==> src/rtl/press_classifier.sv <==
// Button gesture classifier: single, double and long press
// from a synchronized level plus its rising-edge pulse.
module press_classifier #(
  parameter int DEBOUNCE_CYCLES = 4,
  parameter int LONG_CYCLES     = 10,
  parameter int GAP_CYCLES      = 6
) (
  input  logic clk,
  input  logic rst,
  input  logic btn_level,
  input  logic btn_rise,
  output logic single_press,
  output logic double_press,
  output logic long_press,
  output logic busy
);

  localparam int MAX_DL =
    (DEBOUNCE_CYCLES > LONG_CYCLES) ? DEBOUNCE_CYCLES : LONG_CYCLES;
  localparam int MAX_C =
    (MAX_DL > GAP_CYCLES) ? MAX_DL : GAP_CYCLES;
  localparam int CW = $clog2(MAX_C) + 1;

  localparam logic [CW-1:0] DEB_END  = CW'(DEBOUNCE_CYCLES - 1);
  localparam logic [CW-1:0] LONG_END = CW'(LONG_CYCLES - 1);
  localparam logic [CW-1:0] GAP_END  = CW'(GAP_CYCLES - 1);

  typedef enum logic [2:0] {
    IDLE,
    DEB1,
    HELD,
    GAP,
    DEB2,
    WAIT_REL
  } state_t;

  state_t        state;
  logic [CW-1:0] cnt;

  assign busy = (state != IDLE);

  always_ff @(posedge clk) begin
    if (rst) begin
      state        <= IDLE;
      cnt          <= '0;
      single_press <= 1'b0;
      double_press <= 1'b0;
      long_press   <= 1'b0;
    end else begin
      single_press <= 1'b0;
      double_press <= 1'b0;
      long_press   <= 1'b0;
      unique case (state)
        IDLE: begin
          if (btn_rise) begin
            state <= DEB1;
            cnt   <= '0;
          end
        end
        DEB1: begin
          if (!btn_level) begin
            state <= IDLE;
            cnt   <= '0;
          end else if (cnt == DEB_END) begin
            state <= HELD;
            cnt   <= '0;
          end else begin
            cnt <= cnt + 1'b1;
          end
        end
        HELD: begin
          if (!btn_level) begin
            state <= GAP;
            cnt   <= '0;
          end else if (cnt == LONG_END) begin
            state      <= WAIT_REL;
            cnt        <= '0;
            long_press <= 1'b1;
          end else begin
            cnt <= cnt + 1'b1;
          end
        end
        GAP: begin
          // a rise on the terminal count still wins
          if (btn_rise) begin
            state <= DEB2;
            cnt   <= '0;
          end else if (cnt == GAP_END) begin
            state        <= IDLE;
            cnt          <= '0;
            single_press <= 1'b1;
          end else begin
            cnt <= cnt + 1'b1;
          end
        end
        DEB2: begin
          if (!btn_level) begin
            state        <= IDLE;
            cnt          <= '0;
            single_press <= 1'b1;
          end else if (cnt == DEB_END) begin
            state        <= WAIT_REL;
            cnt          <= '0;
            double_press <= 1'b1;
          end else begin
            cnt <= cnt + 1'b1;
          end
        end
        WAIT_REL: begin
          if (!btn_level) begin
            state <= IDLE;
            cnt   <= '0;
          end
        end
        default: begin
          state <= IDLE;
          cnt   <= '0;
        end
      endcase
    end
  end

endmodule

==> config.mk <==
export PLATFORM = sky130hd
export DESIGN_NAME = press_classifier
export DESIGN_NICKNAME = d
export VERILOG_FILES = /design/src/rtl/press_classifier.sv
export SDC_FILE = /design/constraint.sdc
export NUM_CORES = 1
export LEC_CHECK = 0
export ABC_AREA = 1
export BUFFER_PORTS_ARGS = -buffer_cell sky130_fd_sc_hd__buf_2
export CELL_PAD_IN_SITES_DETAIL_PLACEMENT = 2
export CELL_PAD_IN_SITES_GLOBAL_PLACEMENT = 2
export CORE_MARGIN = 2
export CORE_UTILIZATION = 29
export DETAILED_ROUTE_END_ITERATION = 10
export PLACE_DENSITY = 0.73
export SYNTH_ARGS = -nofsm -noshare
export SYNTH_HDL_FRONTEND = slang
export SYNTH_SLANG_ARGS = --single-unit
==> constraint.sdc <==
create_clock -name clk -period 1.54 [get_ports clk]
set_input_delay 0.077 -clock clk [delete_from_list [all_inputs] [get_ports clk]]
set_output_delay 0.077 -clock clk [all_outputs]
set_load 0.03 [all_outputs]
Word level (Yosys, flattened, before mapping)
Cells that the tools add are included.
{ "classes": {"n_addsub": 1, "eq_ne": 14, "muxes": 26, "n_bitwise": 3, "n_reduce_logical": 7} }
{ "op_table": {"columns": ["cell", "count"], "rows": [
  ["2-to-1 mux 5 bit", 8],
  ["2-to-1 mux 3 bit", 10],
  ["case mux 5 bit (5 select lines)", 1],
  ["case mux 3 bit (6 select lines)", 1],
  ["!= test 3 bit, second input constant", 4],
  ["== test 3 x 2 -> 1 bit, second input constant", 2],
  ["== test 3 bit, second input constant", 2],
  ["AND reduction 6 bit", 1],
  ["OR reduction 3 bit", 2],
  ["adder 5 x 1 -> 5 bit, second input constant", 1],
  ["== test 5 x 2 -> 1 bit, second input constant", 1],
  ["== test 5 x 3 -> 1 bit, second input constant", 1],
  ["== test 5 x 4 -> 1 bit, second input constant", 1],
  ["2-to-1 mux 1 bit", 5],
  ["!= test 2 bit, second input constant", 2],
  ["== test 3 x 1 -> 1 bit, second input constant", 1],
  ["logical NOT 3 bit", 1],
  ["inverter 1 bit", 3],
  ["nonzero test 3 bit", 1],
  ["case mux 1 bit (2 select lines)", 1],
  ["AND reduction 2 bit", 1],
  ["OR reduction 2 bit", 1]
]} }
{ "word_totals": {"ff_bits": 11, "in_bits": 4, "output_inout_bits": 4, "word_cells": 56} }

Depth between registers and ports, before layout
Gate-level depths: netlist of run 1.
{ "depth": {"depth_word": 4, "ltp_mapped": 11, "depth_no_buf": 11} }

Least setup slack after synthesis of run 1
No wires, ideal clock.
{ "synth_path": {"path_type": "reg-to-reg", "start": "register cnt[0]", "end": "register state[0]", "setup_ps": 113, "arrival_time_ps": 1233, "setup_slack_ps": 194, "stages_incl_launch_ff": 11, "n_path_buf": 0, "path_cell_list": "dfxtp_1 > ha_1 > inv_1 > nor2_1 > nand2_1 > nand2_1 > nor2_1 > nor2_1 > nand2_2 > nor2_1 > nor2_1"} }
{ "synth_between": {"elab_chain_len": 3, "elab_cells_between_ends": 8} }
{ "synth_rtl": {"columns": ["element", "line", "rtl"], "rows": [
  ["start: declaration", "38", "logic [CW-1:0] cnt;"],
  ["start signal: assignment", "68", "cnt <= cnt + 1'b1;"],
  ["start signal: assignment", "80", "cnt <= cnt + 1'b1;"],
  ["start signal: assignment", "93", "cnt <= cnt + 1'b1;"],
  ["== test 5 x 3 -> 1 bit, or another cell as far along", "88", "end else if (cnt == GAP_END) begin"],
  ["!= test 3 bit (no source line)", null, null],
  ["AND reduction 6 bit (no source line) (*)", null, null],
  ["end signal: assignment", "86", "state <= DEB2;"],
  ["end signal: assignment", "89", "state <= IDLE;"],
  ["end signal: assignment", "98", "state <= IDLE;"],
  ["end: declaration", "37", "state_t state;"]
]} }
Every way passes the cells marked *; elsewhere a longest branch is shown, timed or not.
A chain may end at the register's enable or synchronous reset.

Final worst setup path of run 1
Ends and elaborated chain as after synthesis.

==> run_results.csv, run 1 <==
group,metric,value,unit
outcome,status,"finished, violations left",
outcome,violations,"hold timing",
finish,fillers,348,
finish,n_antenna_cell,0,
timing,worst_slack,0.03652,ns
worst_setup_path,rr_worst_depth,11,
timing,hold_slack,-0.004445,ns
floorplanning,fp.coreArea,2686,sq um
synth,synth_top_area_share,27.63,%
synth,synth_largest_area_cell,"dfxtp_1",
place,dpl.hpwl,2262,um
synth,synth.ff_latch_count,11,
finish,fin_nets,157,
cts,root_buffer,"clkbuf_4",
worst_setup_path,critical-path-top-delay-family,"simple AND/OR/NAND/NOR gates",
synth,synth_fa_ha_area_share,3.140,%
grt,grt_use_total,20.26,%
routing,drtIter0Drc,40,
timing,finalHoldViolations,1,
worst_setup_path,cpMostUsedCell,"nand2_2",
grt,grt_first_pass_wirelength,5030,um
finish,syn_to_final_growth,28.57,%
place,gp_congestion,0.7706,
timing,slew_viol_final,0,
grt,grt_antenna_before_repair,0,
power,sw_frac_of_total,50.76,%
synth,synth_cell_types,20,
cts,cts_made_buffers,3,
timing,max-slew-margin-rel,77.58,%
worst_setup_path,worstSetupPathType,"reg2reg",
synth,synth-simple-area-share,47.25,%
worst_setup_path,path_cells,"ha_4, inv_4, nor2_4, nand2_2, nand2_2, nor2_2, nor2_2, nand2_2, nand2_2, nand2_2, nor2_2",
cts,clk_latency,0.29,ns
grt,gr-total-overflow,0,
power,powerDensity,1479,nW/um^2
synth,syn_inst,134,
cts,clkSlewWorstSetupHoldPaths,0.09,ns
worst_setup_path,cp_slowest_cell,"dfxtp_4",
hold_path,min_path_type,"in2reg",
worst_setup_path,slowest_delay,0.39,ns
cts,clockBufferDepth,2,
worst_setup_path,cp.arrival,1.73,ns
routing,ant_nets,0,
floorplanning,die-width,56.43,um
worst_setup_path,worstSetupStartpointType,"flop",
power,p_switching,769.6,uW
finish,drive_gt1_share,32.00,%
floorplanning,initial_core_util,29.67,%
synth,synth_area_leaders,"dfxtp_1, nand2_1, nor2_1",
synth,synth-xor-area-share,1.099,%
place,dp_slack,-0.1187,ns
power,pwr-share-comb,56.8,%
place,placedCellCount,172,
cts,clock-sinks,11,
worst_setup_path,cp_max_fo,5,
timing,tightest_slew,0.3360,ns
worst_setup_path,critPathCaptureType,"flop",
synth,syn_area_per_cell,5.948,sq um
timing,finalSetupViolations,0,
floorplanning,rows,19,
grt,grt_max_degree,10,
synth,synth_top_family_by_area,"simple AND/OR/NAND/NOR gates",
timing,fin_crit,1.503,ns
power,ir_worst_vdd,647.0,uV
routing,first_pass_iters,4,
synth,synth_compound_area_share,7.535,%
worst_setup_path,path_depth,11,
floorplanning,ios,8,
hold_path,holdPathStages,2,
flow_run,cap_violations,0,
synth,ys_warn_count,0,
timing,fin_worst_skew,0.003704,ns
cts,cts_hold_buf,0,
power,leakage,0.0005065,uW
power,pwr-share-clk,14.8,%
power,seqPwrFrac,28.4,%
cts,cts_tree,"done",
timing,rsz0062_at_grt,"yes",
floorplanning,dieArea,3184,sq um
power,internal-power,746.4,uW
synth,seq_area_frac_synth,27.63,%
timing,fmax,665.1,MHz
worst_setup_path,path_buf_inv,1,
routing,vias,958,
cts,ctsHtreeMaxLevel,1,
routing,wl_per_cell,17.90,um
routing,post-route-drc-count,0,
place,numPortBuffers,7,
routing,wirelength,3239,um
finish,fin_cells,181,
finish,fin_util,38.15,%
routing,via_per_inst,5.293,
timing,period_share,97.63,%
synth,synth_nets,140,
worst_setup_path,critical_path_required,1.76,ns
floorplanning,die_height,56.43,um
grt,grt_pass1_vias,1016,
synth,synthMuxAreaShare,0,%
synth,synth_area,797.0,sq um
-- cell usage in the layout, fill, tap and decap left out, drive strengths merged, types with 5 or more instances in the layout --
| cell | synthesis | layout |
|---|---|---|
| inv | 21 | 21 |
| buf | 3 | 15 |
| nor2 | 24 | 24 |
| nand4 | 6 | 6 |
| nand3 | 10 | 10 |
| dfxtp | 11 | 11 |
| nand2 | 40 | 40 |
| o21ai | 5 | 5 |
-- state kept, by name (all words and copies together), names as in the netlist --
signal / cells
cnt: 5
double_press: 1
long_press: 1
single_press: 1
state: 3
-- power by group through the flow --
stage               logic [uW]  registers [uW]  clock network (uW)
global placement           626             410                   0
detailed placement         678             416                   0
floorplan                  477             393                   0
finish                     861             431                 224
global route               942             440                 250
CTS                        738             407                 224
-- worst paths after layout --
kind | startpoint | endpoint | slack (ns)
worst max-delay path | cnt[0] | state[0] | 0.04
worst min-delay path | rst | single_press | -0.004
worst max register to register | cnt[0] | state[0] | 0.04
worst min register to register | cnt[4] | cnt[4] | 0.67
-- synth_stat cells --
cell      instances
inv_2             3
nand2_1          38
nand2_2           2
a21oi_1           4
nand3_2           2
o211ai_1          2
nor3_1            4
buf_2             1
buf_6             2
nor2_1           23
xor2_1            1
o21ai_1           1
nor2_4            1
inv_1            18
nand3_1           8
ha_1              2
or2_1             1
o21ai_0           4
dfxtp_1          11
nand4_1           6
-- through the flow --
| stage | power [uW] | setup TNS [ns] | instance area, sq um |
|---|---|---|---|
| after floorplan | 870.1 | 0 | 797.0 |
| after global placement | 1037 | 0 | 865.8 |
| after detailed placement | 1095 | -0.2275 | 865.8 |
| after CTS | 1369 | 0 | 935.9 |
| after global routing | 1632 | -0.2040 | 1025 |
| final | 1516 | 0 | 1025 |
-- routing by layer --
metal | share of wire, % | global-route usage (%) | routed length (um)
met5 | 0 | 0 | 0
met4 | 1.4 | 6.122 | 44
met3 | 3.4 | 3.456 | 111
met2 | 50 | 33.06 | 1609
met1 | 46 | 27.16 | 1474
-- timing repair --
action | CTS | global route
pin swaps | 2 | 6
buffers inserted | 4 | 1
endpoints found under the setup margin | 3 | 5
resized for setup | 6 | 25
cloned | 0 | 0
-- kinds of logic after synthesis --
logic type,count (synthesis)
AO/OA/AOI/OAI,11
XOR/XNOR,1
adder cells (fa/ha/maj),2
buffers and inverters,24
flip-flops,11
AND/OR/NAND/NOR,85
-- final cells by class --
type                       count  area, sq um  area share, %
timing repair buffer          15        98.84          9.646
sequential                    11        231.5          22.59
multi-input combinational     99        548.0          53.48
tap                           31        38.79          3.785
clock buffer                   4        26.28          2.564
inverter                      21        81.33          7.937
Note: power is estimated with default switching activity, not from simulation.
==> inputs of run 2 (changes only) <==
--- a/config.mk
+++ b/config.mk
@@ -5,14 +5,15 @@
 export SDC_FILE = /design/constraint.sdc
 export NUM_CORES = 1
 export LEC_CHECK = 0
-export ABC_AREA = 1
 export BUFFER_PORTS_ARGS = -buffer_cell sky130_fd_sc_hd__buf_2
 export CELL_PAD_IN_SITES_DETAIL_PLACEMENT = 2
 export CELL_PAD_IN_SITES_GLOBAL_PLACEMENT = 2
 export CORE_MARGIN = 2
-export CORE_UTILIZATION = 29
+export CORE_UTILIZATION = 36
+export CTS_BUF_LIST = sky130_fd_sc_hd__clkbuf_8
 export DETAILED_ROUTE_END_ITERATION = 10
-export PLACE_DENSITY = 0.73
+export PLACE_DENSITY = 0.77
+export SKIP_CTS_REPAIR_TIMING = 1
 export SYNTH_ARGS = -nofsm -noshare
 export SYNTH_HDL_FRONTEND = slang
 export SYNTH_SLANG_ARGS = --single-unit
==> run_results.csv, run 2 <==
group,metric,value,unit
outcome,status,"did not finish",
outcome,haltStage,"global routing (5_1_grt)",
outcome,error_line,"[ERROR DPL-0033] detailed placement checks failed during check placement.",
timing,crit_endpoint,"state[0]$_SDFFE_PP0P_/D",
floorplanning,rows,16,
cts,root_buffer,"clkbuf_8",
grt,grt_antenna_before_repair,0,
synth,synth_largest_area_cell,"dfxtp_1",
synth,ys_warn_count,0,
synth,synth_nets,92,
synth,synth_cell_types,45,
synth,synth.ff_latch_count,11,
floorplanning,ios,8,
floorplanning,die_height,50.16,um
timing,worst_endpoint_kind,"sequential cell input",
synth,seq_area_frac_synth,28.71,%
synth,yosysMostFrequentCell,"dfxtp_1",
synth,syn_area_per_cell,8.918,sq um
place,gp_congestion,0.8074,
cts,clockBufferDepth,2,
cts,ctsHtreeMaxLevel,1,
synth,synth_top_area_share,28.71,%
synth,async_reset_ff_share,0,%
cts,cts_made_buffers,3,
grt,grt_max_degree,12,
synth,synth_area_leaders,"dfxtp_1, o21ai_0, a211oi_1",
floorplanning,initial_core_util,38.70,%
floorplanning,die-width,50.16,um
place,dpl.hpwl,2374,um
place,numPortBuffers,7,
synth,syn_inst,86,
synth,yosys-top-cells-count,"dfxtp_1, o21ai_0, a211oi_1, inv_1, nor2_1",
synth,synth_area,767.0,sq um
cts,clock-sinks,11,
synth,synth_edf_count,0,
synth,synth_ff_type,"dfxtp_1",
## run 2: changes by cell type after synthesis, sizes merged, moves of 4 or more
| cell | change |
|---|---|
| nand3 | -6 |
| a211oi | +4 |
| nor2 | -20 |
| nand4 | -5 |
| inv | -17 |
| nand2 | -37 |
## run 2: cells by family after synthesis
| logic type | synth area share, % |
|---|---|
| buf+inv | 4.730 |
| simple gates | 31.81 |
| xor+xnor | 3.426 |
| flops | 28.71 |
| fa+ha+maj | 3.262 |
| mux | 1.305 |
| compound gates | 26.75 |
## run 2: per-stage QoR
step | setup TNS, ns | area [sq um] | setup slack [ns] | std cells | util, %
2_1_floorplan | -0.2065 | 799.5 | -0.1065 | 86 | -
3_3_place_gp | -0.5658 | 1032 | -0.1268 | 138 | 52.08
3_5_place_dp | -1.253 | 1032 | -0.3114 | 138 | 52.08
4_1_cts | -1.742 | 1077 | -0.3745 | 142 | 54.36
==> inputs of run 3 (changes only) <==
==> config.mk (replaced) <==
export PLATFORM = sky130hd
export DESIGN_NAME = press_classifier
export DESIGN_NICKNAME = d
export VERILOG_FILES = /design/src/rtl/press_classifier.sv
export SDC_FILE = /design/constraint.sdc
export NUM_CORES = 1
export LEC_CHECK = 0
export BUFFER_PORTS_ARGS = -buffer_cell sky130_fd_sc_hd__buf_2
export CORE_AREA = 2 2 63 65
export DETAILED_ROUTE_END_ITERATION = 10
export DIE_AREA = 0 0 65 67
export PLACE_DENSITY_LB_ADDON = 0.15
export SKIP_CTS_REPAIR_TIMING = 1
export SYNTH_ARGS = -nofsm -noshare
export SYNTH_HDL_FRONTEND = slang
export SYNTH_SLANG_ARGS = --single-unit
==> run_results.csv, run 3 <==
group,metric,value,unit
synth,synth_edf_count,0,
timing,rsz0062_at_grt,"yes",
finish,largest-register,"cnt",
synth,seq_area_frac_synth,28.71,%
place,dpl.hpwl,1565,um
synth,yosysMostFrequentCell,"dfxtp_1",
synth,synth.ff_latch_count,11,
routing,wl_per_cell,12.56,um
grt,grt_antenna_before_repair,0,
routing,post-route-drc-count,0,
outcome,status,"finished, violations left",
worst_setup_path,r2r_slack,-0.17,ns
grt,grt_use_total,10.63,%
synth,synth_largest_area_cell,"dfxtp_1",
finish,top_regs,"cnt: 5 flops, state: 3 flops",
timing,fmax,586.1,MHz
finish,largest_register_ffs,5,
worst_setup_path,r2r-end,"state[0]",
finish,fin_area,1131,sq um
synth,synth_cell_types,45,
worst_setup_path,r2r-start,"cnt[0]",
synth,synth_ff_type,"dfxtp_1",
routing,vias,737,
hold_path,min_path_type,"in2reg",
power,ir_worst_vdd,447.7,uV
worst_setup_path,worstSetupPathType,"reg2reg",
synth,synth_area,767.0,sq um
worst_setup_path,worstSetupStartpointType,"flop",
routing,first_pass_iters,4,
worst_setup_path,cp.arrival,1.88,ns
grt,grt_max_degree,12,
cts,clockBufferDepth,2,
routing,ant_nets,0,
timing,fin_worst_skew,0.002686,ns
floorplanning,die-width,65,um
finish,final_common_cell,"buf_4",
cts,clk_latency,0.24,ns
finish,drive_gt1_share,46.49,%
synth,syn_inst,86,
grt,grt_pass1_vias,723,
cts,ctsHtreeMaxLevel,1,
routing,via_per_inst,4.549,
finish,fin_util,31.37,%
timing,worst_slack,-0.1661,ns
floorplanning,initial_core_util,21.27,%
cts,clkSlewWorstSetupHoldPaths,0.05,ns
routing,drtIter0Drc,28,
hold_path,hp-start,"rst",
synth,synth_top_area_share,28.71,%
timing,hold_slack,0.1370,ns
worst_setup_path,critPathCaptureType,"flop",
cts,cts_tree,"done",
worst_setup_path,rr_worst_depth,6,
place,place_area,1031,sq um
grt,grt_first_pass_wirelength,3450,um
cts,root_buffer,"clkbuf_8",
timing,max-slew-margin-rel,78.71,%
outcome,violations,"setup timing",
grt,gr-total-overflow,0,
finish,fin_nets,121,
hold_path,hold_end,"state[0]",
timing,tightest_slew,0.3164,ns
timing,period_share,110.8,%
synth,yosys-top-cells-count,"dfxtp_1, o21ai_0, a211oi_1, inv_1, nor2_1",
routing,wirelength,2035,um
hold_path,holdPathStages,2,
cts,clock-sinks,11,
synth,synth_nets,92,
place,numPortBuffers,7,
place,gp_congestion,0.7655,
finish,final_cell_mix,"buf_4, dfxtp_1, buf_2",
power,power,941.6,uW
synth,syn_area_per_cell,8.918,sq um
finish,syn_to_final_growth,47.47,%
timing,finalHoldViolations,0,
timing,slew_viol_final,0,
synth,ys_warn_count,0,
worst_setup_path,critical_path_required,1.71,ns
power,leakage,0.0004327,uW
floorplanning,rows,22,
timing,fin_crit,1.706,ns
finish,n_antenna_cell,0,
timing,finalSetupViolations,5,
synth,synth_area_leaders,"dfxtp_1, o21ai_0, a211oi_1",
floorplanning,fp.coreArea,3606,sq um
power,powerDensity,832.5,nW/um^2
floorplanning,die_height,67,um
flow_run,cap_violations,0,
cts,cts_made_buffers,3,
synth,async_reset_ff_share,0,%
worst_setup_path,cp_max_fo,4,
floorplanning,dieArea,4355,sq um
floorplanning,ios,8,
[run 3: cell counts after synthesis]
Identical to the previous run, type by type.
[run 3: report_power, final]
part	total (uW)	switching (uW)	leakage, uW	internal [uW]
Combinational	327	167	0.000316	160
Clock	294	115	0.0000255	178
Sequential	321	22.6	0.0000913	299
Total	942	305	0.000433	637
[run 3: final cells by class]
type	instances	area [sq um]
multi-input cells	66	579.3
well taps	48	60.06
clock inverters	1	5.005
flip-flops and latches	11	230.2
inverters	4	15.01
clock buffers	3	41.29
repair buffers	29	200.2
fillers	386	2475
[run 3: worst max path at each step]
| stage | startpoint | to | slack (ns) | cells past startpoint |
|---|---|---|---|---|
| after floorplan | cnt[0] | state[0] | -0.11 | 6 |
| after global placement | cnt[1] | state[0] | -0.15 | 8 |
| after detailed placement | state[0] | cnt[3] | -0.20 | 6 |
| after CTS | cnt[1] | state[0] | -0.20 | 8 |
| after global routing | cnt[0] | state[0] | -0.20 | 6 |
| final | cnt[0] | state[0] | -0.17 | 6 |
[run 3: through the flow]
| step | worst slack [ns] | std cells | setup TNS (ns) |
|---|---|---|---|
| after floorplan | -0.1065 | 86 | -0.2065 |
| final | -0.1661 | 162 | -0.4138 |
| after global routing | -0.1984 | 162 | -0.8812 |
| after global placement | -0.1525 | 157 | -0.7436 |
| after CTS | -0.1960 | 161 | -1.001 |
| after detailed placement | -0.1961 | 157 | -0.8741 |
[run 3: cell families after synthesis]
group	after synthesis	share of synthesized area, %
AOI/OAI and AO/OA	25	26.75
xor gates and xnor gates	3	3.426
adders and majority gates	2	3.262
buffers and inverters	9	4.730
DFF	11	28.71
muxes	1	1.305
and+or+nand+nor	35	31.81
[run 3: routing by layer]
metal,routed length [um],vias to the layer above,global-route usage [%]
met1,969,344,12.55
met2,987,10,18.56
met5,0,-,0
met4,34,0,3.989
li1,-,381,-
met3,44,2,2.534
[run 3: critical path, stage by stage, from the launching register on]
cell and delay, ns:
dfxtp_4 0.38, ha_4 0.13, or4b_4 0.48, nand3_4 0.11
o211ai_4 0.09, or3_1 0.33, a21oi_2 0.11
